--- src/rtl/pipeline_hazard_ctrl.sv ---
// Stall/flush scheduler for the 5-stage pipeline (IF, ID, EX, MEM, WB).
// Resolves load-use hazards, taken-branch squashes and multi-cycle data-memory
// accesses. Also keeps a saturating stall counter and a sticky memory-timeout flag.
module pipeline_hazard_ctrl #(
    parameter int unsigned REG_ADDR_W  = 5,
    parameter int unsigned MEM_TIMEOUT = 15,
    parameter int unsigned CNT_W       = 16
) (
    input  logic                  clk,
    input  logic                  rst,
    input  logic [REG_ADDR_W-1:0] id_rs,
    input  logic [REG_ADDR_W-1:0] id_rt,
    input  logic                  id_uses_rt,
    input  logic                  ex_mem_read,
    input  logic [REG_ADDR_W-1:0] ex_rd,
    input  logic                  ex_branch_taken,
    input  logic                  mem_access,
    input  logic                  mem_ready,
    output logic                  mem_req,
    output logic                  pc_en,
    output logic                  pr1_en,
    output logic                  pr2_en,
    output logic                  pr3_en,
    output logic                  pr4_en,
    output logic                  pr1_flush,
    output logic                  pr2_flush,
    output logic                  pr4_bubble,
    output logic                  mem_error,
    output logic [CNT_W-1:0]      stall_cycles
);

    localparam int unsigned WAIT_W = $clog2(MEM_TIMEOUT + 1);

    localparam logic [0:0] StRun     = 1'b0;
    localparam logic [0:0] StMemWait = 1'b1;

    logic [0:0]        state_q, state_d;
    logic [WAIT_W-1:0] wait_cnt_q, wait_cnt_d;
    logic              mem_error_q;
    logic [CNT_W-1:0]  stall_cycles_q;

    logic load_use;
    logic timeout;
    logic mem_stall;

    // r0 is hardwired to zero, so a load into it never creates a dependency.
    assign load_use = ex_mem_read && (ex_rd != '0) &&
                      ((ex_rd == id_rs) || (id_uses_rt && (ex_rd == id_rt)));

    assign timeout   = (state_q == StMemWait) && (wait_cnt_q == WAIT_W'(MEM_TIMEOUT));
    assign mem_stall = mem_access && !mem_ready && !timeout;

    assign mem_error    = mem_error_q;
    assign stall_cycles = stall_cycles_q;

    // Pipeline controls: reset > mem_stall > branch > load_use > normal.
    // A timeout release uses the normal priority rules but always bubbles WB so
    // the aborted access never writes back.
    always_comb begin
        mem_req    = mem_access;
        pc_en      = 1'b1;
        pr1_en     = 1'b1;
        pr2_en     = 1'b1;
        pr3_en     = 1'b1;
        pr4_en     = 1'b1;
        pr1_flush  = 1'b0;
        pr2_flush  = 1'b0;
        pr4_bubble = timeout;
        if (rst) begin
            mem_req    = 1'b0;
            pc_en      = 1'b0;
            pr1_en     = 1'b0;
            pr2_en     = 1'b0;
            pr3_en     = 1'b0;
            pr4_en     = 1'b0;
            pr4_bubble = 1'b0;
        end else if (mem_stall) begin
            pc_en      = 1'b0;
            pr1_en     = 1'b0;
            pr2_en     = 1'b0;
            pr3_en     = 1'b0;
            pr4_bubble = 1'b1;
        end else if (ex_branch_taken) begin
            pr1_flush = 1'b1;
            pr2_flush = 1'b1;
        end else if (load_use) begin
            pc_en     = 1'b0;
            pr1_en    = 1'b0;
            pr2_flush = 1'b1;
        end
    end

    // Next FSM state and wait count; any cycle without a memory stall returns to RUN.
    always_comb begin
        state_d    = StRun;
        wait_cnt_d = '0;
        if (mem_stall) begin
            state_d    = StMemWait;
            wait_cnt_d = (state_q == StMemWait) ? wait_cnt_q + 1'b1 : WAIT_W'(1);
        end
    end

    // State, sticky error and saturating stall counter.
    always_ff @(posedge clk or posedge rst) begin
        if (rst) begin
            state_q        <= StRun;
            wait_cnt_q     <= '0;
            mem_error_q    <= 1'b0;
            stall_cycles_q <= '0;
        end else begin
            state_q     <= state_d;
            wait_cnt_q  <= wait_cnt_d;
            mem_error_q <= mem_error_q | timeout;
            if (!pc_en && (stall_cycles_q != '1)) begin
                stall_cycles_q <= stall_cycles_q + 1'b1;
            end
        end
    end

endmodule

--- config.mk ---
export PLATFORM = sky130hd
export DESIGN_NAME = pipeline_hazard_ctrl
export DESIGN_NICKNAME = d
export VERILOG_FILES = /design/src/rtl/pipeline_hazard_ctrl.sv
export SDC_FILE = /design/constraint.sdc
export NUM_CORES = 1
export LEC_CHECK = 0
export BUFFER_PORTS_ARGS = -buffer_cell sky130_fd_sc_hd__buf_2
export CAP_MARGIN = 20
export CELL_PAD_IN_SITES_DETAIL_PLACEMENT = 1
export CELL_PAD_IN_SITES_GLOBAL_PLACEMENT = 1
export CORE_MARGIN = 1.5
export CORE_UTILIZATION = 37
export DETAILED_ROUTE_END_ITERATION = 12
export GPL_ROUTABILITY_DRIVEN = 0
export PLACE_DENSITY_LB_ADDON = 0.1
export SYNTH_ARGS = -nofsm -noshare
export SYNTH_HDL_FRONTEND = slang
export SYNTH_SLANG_ARGS = --single-unit
--- constraint.sdc ---
create_clock -name clk -period 3.8 [get_ports clk]
set_input_delay 0 -clock clk [delete_from_list [all_inputs] [get_ports clk]]
set_output_delay 0 -clock clk [all_outputs]
set_load 0.05 [all_outputs]
Word level (Yosys, flattened, before mapping)
Index checks and enable logic that the tools add are counted.
{"block": "totals", "reg_bits": 22, "out_inout_bits": 26}
{"block": "classes", "n_addsub": 2, "n_eq_ne": 4, "mux": 20, "n_bitwise": 1, "n_reduce_logical": 12}
{"operator": "1-bit two-way mux", "count": 18}
{"operator": "16-bit by 1-bit adder with 16-bit output, second input constant", "count": 1}
{"operator": "16-bit != test, second input constant", "count": 1}
{"operator": "5-bit equality test", "count": 2}
{"operator": "4-bit two-way mux", "count": 2}
{"operator": "1-bit logical AND", "count": 7}
{"operator": "5-bit nonzero test", "count": 1}
{"operator": "4-bit by 1-bit adder with 4-bit output, second input constant", "count": 1}
{"operator": "4-bit equality test, second input constant", "count": 1}
{"operator": "1-bit zero test", "count": 3}
{"operator": "1-bit logical OR", "count": 1}
{"operator": "1-bit bitwise OR", "count": 1}

Longest topological paths before layout
{"block": "depth", "ltp_word": 10, "ltp_mapped": 8}

Least setup slack after synthesis
No wires, ideal clock.
{"block": "synth_timing", "path_kind": "register to register", "from": "reg wait_cnt_q[0]", "to": "reg stall_cycles_q[12], in the netlist stall_cycles[12]", "setup_time_ns": 0.128, "t_arrival_ns": 2.820, "required_time_ns": 3.672, "path_slack_ns": 0.852, "path_stages_with_launch": 7, "path_cell_list": "dfrtp_1 -> ha_1 -> nand4_1 -> a31oi_1 -> o31a_1 -> nand4b_1 -> mux2_1"}
{"block": "synth_between", "elab_chain_len": 8}
{"element": "start, declared", "line_no": "38", "source": "logic [WAIT_W-1:0] wait_cnt_q, wait_cnt_d;"}
{"element": "start signal, assigned", "line_no": "112", "source": "wait_cnt_q <= wait_cnt_d;"}
{"element": "4-bit equality test", "line_no": "50", "source": "assign timeout = (state_q == StMemWait) && (wait_cnt_q == WAIT_W'(MEM_TIMEOUT));"}
{"element": "1-bit logical AND", "line_no": "50"}
{"element": "1-bit zero test", "line_no": "51", "source": "assign mem_stall = mem_access && !mem_ready && !timeout;"}
{"element": "1-bit logical AND", "line_no": "51"}
{"element": "1-bit two-way mux", "line_no": "77", "source": "end else if (mem_stall) begin"}
{"element": "1-bit two-way mux", "line_no": "69", "source": "if (rst) begin"}
{"element": "named net pc_en", "line_no": "20", "source": "output logic pc_en,"}
{"element": "1-bit zero test", "line_no": "114", "source": "if (!pc_en && (stall_cycles_q != '1)) begin"}
{"element": "1-bit logical AND", "line_no": "114"}
{"element": "end signal, assigned", "line_no": "115", "source": "stall_cycles_q <= stall_cycles_q + 1'b1;"}
{"element": "end, declared", "line_no": "40", "source": "logic [CNT_W-1:0] stall_cycles_q;"}
The timed path passes the listed nets, and every way through them passes these cells.
A chain may end at the register's enable or synchronous reset.

Final worst setup path
{"block": "layout_timing", "from": "reg stall_cycles_q[7], in the netlist stall_cycles[7]", "to": "reg stall_cycles_q[7], in the netlist stall_cycles[7]"}
{"block": "layout_between", "elab_chain_len": 2, "word_cells_on_any_way": 3}
{"element": "branches (longest 2 deep; another with 16-bit by 1-bit adder with 16-bit output)"}
Several ways; the timed one is not identified.

==> results.yml <==
clock_network:
  cts_sinks: 22
  htreeDepth: 1
  clkTransAtPathRegs_ps: 120
  numCtsBuffers: 3
  ctsResizeCount: 0
  cts_hold_buffers: 1
  clkLatencyLatePin_ps: 300
  cts_tree: "built"
  root_buffer: "clkbuf_4"
  clock_path_buffers: 2
  cts_setup_buffers: 0
worst_setup_path:
  startpoint_type: "flop"
  r2r_cells: 6
  worst-path-max-fanout: 15
  slowest_stage: "o21ai_2"
  crit_arrival_ps: 2370
  path_cells: "and4_1 > and2_1 > a211o_1 > o21ai_2 > nand4_1 > xnor2_1"
  cpPeakStageDelay_ps: 470
  cp-end-kind: "flop"
  required_ps: 4000
  critPathKind: "reg2reg"
die:
  die_w_um: 59.14
  rows: 20
  ioPinCount: 48
  initial_core_util: 0.3851
  fp.coreArea_um2: 3028
  die_y_um: 59.14
  dieArea_um2: 3498
pwr:
  power.leakage_nw: 0.7394
  ir_worst_vdd_v: 0.0004203
  p_per_area_nw_per_um2: 505.5
final_layout:
  layout.nets: 185
  layout_common_cells: "47 x buf_2, 22 x dfrtp_1, 15 x xnor2_1"
  post-route-util: 0.4897
  syn2layout_area_growth_pct: 27.15
  design_area_um2: 1483
  seq_area_um2: 550.5
  drive_gt1_frac: 0.3313
  n_fill_cell: 358
  multiInputGateArea_um2: 588.1
  final_common_cell: "buf_2"
  antennaDiodeCount: 0
grt:
  antenna_found_initial: 0
  grt-ovfl-total: 0
  grt_pass1_vias: 1000
  grt_usage: 0.1695
  grt_max_degree: 24
  grt_pass1_wl_mm: 4.505
timing:
  hold_viol: 0
  fin_crit_sh: 0.5717
  fmax_ghz: 0.4603
  slew_violations: 0
  finalCriticalPeriod_ps: 2172
  final.setup_skew_ps: 2.234
  rsz0062_at_grt: "no"
  tightest_slew_ps: 855.4
  maxSlewHeadroom: 0.4291
  tns_ps: 0
  setup_violations: 0
worst_hold_path:
  hold_class: "in2reg"
  min_path_cells: 2
logic_synthesis:
  synth_cell_types: 32
  ys_warn_count: 0
  synth_cells: 111
  synth_area_um2: 1166
  yosysSeqAreaShare: 0.4721
  synth.avg_cell_area_um2: 10.51
  synth_nets: 135
  yosys_register_bits: 22
placement:
  postPlaceCellArea_um2: 1436
  dp_hpwl_mm: 2.090
  portBuffers: 47
job:
  maxCapViolCount: 0
route:
  viasPerCell: 5.000
  ant_nets: 0
  dr_total_vias: 1020
  drt-initial-drc-count: 34
  drc: 0
  wire_per_inst_um: 13.09
  routed_wl_mm: 2.670
  drt_first_pass_iters: 4
status:
  status: "complete, no violations"
[path summary, 6_finish.rpt]
path / slack (ps) / end / from
worst min-delay path: 30 / state_q / mem_access
worst min register to register: 480 / mem_error / mem_error
worst max-delay path: 1630 / stall_cycles[7] / stall_cycles[7]
min in group asynchronous: 430 / mem_error / rst
max in group asynchronous: 2850 / stall_cycles[12] / rst
worst max register to register: 1630 / stall_cycles[7] / stall_cycles[7]
[power breakdown]
| part | switching (mW) | total (mW) | leakage (nW) | internal [mW] |
|---|---|---|---|---|
| Clock | 0.0700 | 0.128 | 0.0210 | 0.0584 |
| Sequential | 0.0482 | 0.319 | 0.293 | 0.271 |
| Combinational | 0.216 | 0.302 | 0.426 | 0.0863 |
| Total | 0.334 | 0.749 | 0.739 | 0.416 |
[metrics by stage]
stage                     hold slack, ps  total power, mW  setup slack [ps]  std cells
after CTS                          22.23           0.7615              1564        204
final                              31.01           0.7494              1628        204
after detailed placement           260.8           0.6278              1613        199
after floorplan                    164.0           0.5462             852.0        111
after global routing               30.78           0.7916              1406        204
after global placement             228.7           0.6203              1724        199
[synthesized netlist by cell type]
cell / n / area, µm²
dfrtp_1: 22 / 550.5
xnor2_1: 15 / 131.4
xor2_1: 11 / 96.34
nand2_1: 8 / 30.03
nand3_1: 8 / 40.04
nand4_1: 6 / 37.54
nor2_1: 6 / 22.52
and3_1: 4 / 25.02
and2_1: 2 / 12.51
and4_1: 2 / 17.52
buf_4: 2 / 15.01
ha_1: 2 / 25.02
inv_1: 2 / 7.510
nand4b_1: 2 / 17.52
nor3_1: 2 / 10.01
a211o_1: 1 / 8.760
a21boi_0: 1 / 7.510
a21o_1: 1 / 7.510
a21oi_1: 1 / 5.000
a31oi_1: 1 / 6.260
a32oi_1: 1 / 8.760
buf_2: 1 / 5.000
mux2_1: 1 / 11.26
mux2_2: 1 / 11.26
nand2b_1: 1 / 6.260
nor2b_1: 1 / 6.260
nor4_1: 1 / 6.260
o21a_1: 1 / 7.510
o21ai_0: 1 / 5.000
o21ai_2: 1 / 8.760
o31a_1: 1 / 8.760
or4_1: 1 / 7.510
[sequential cells by signal (all words and copies together) (netlist names)]
signal and flops:
mem_error 1, stall_cycles 16, wait_cnt_q 4, state_q 1
[final cells by class]
class	instances	share of cell area
tap	44	0.03713
multi-input combinational	84	0.3966
inverter	2	0.005063
sequential	22	0.3713
timing repair buffer	48	0.1654
clock buffer	4	0.02447
[worst max-delay path: cells and delay by family (launching register included)]
| kind | cells | cell delay, ps |
|---|---|---|
| AOI/OAI and AO/OA | 2 | 780 |
| and+or+nand+nor | 3 | 660 |
| DFF | 1 | 440 |
| xor gates and xnor gates | 1 | 180 |
[metal layers]
| metal | track usage | routed length [µm] | vias up |
|---|---|---|---|
| met5 | 0 | 0 | - |
| met4 | 0.04870 | 31 | 0 |
| met3 | 0.03493 | 167 | 5 |
| met2 | 0.2794 | 1214 | 41 |
| met1 | 0.2256 | 1256 | 485 |
| li1 | - | - | 489 |
[kinds of logic (layout without fill, tap and decap cells)]
family	after synthesis	after routing	share of synthesized area
AO/OA/AOI/OAI	10	10	0.06331
XOR/XNOR	26	26	0.1953
adder cells (fa/ha/maj)	2	2	0.02146
multiplexers	2	2	0.01931
buffers and inverters	5	54	0.02360
AND/OR/NAND/NOR	44	44	0.2050
flip-flops	22	22	0.4721
(Power assumes the default switching activity.)
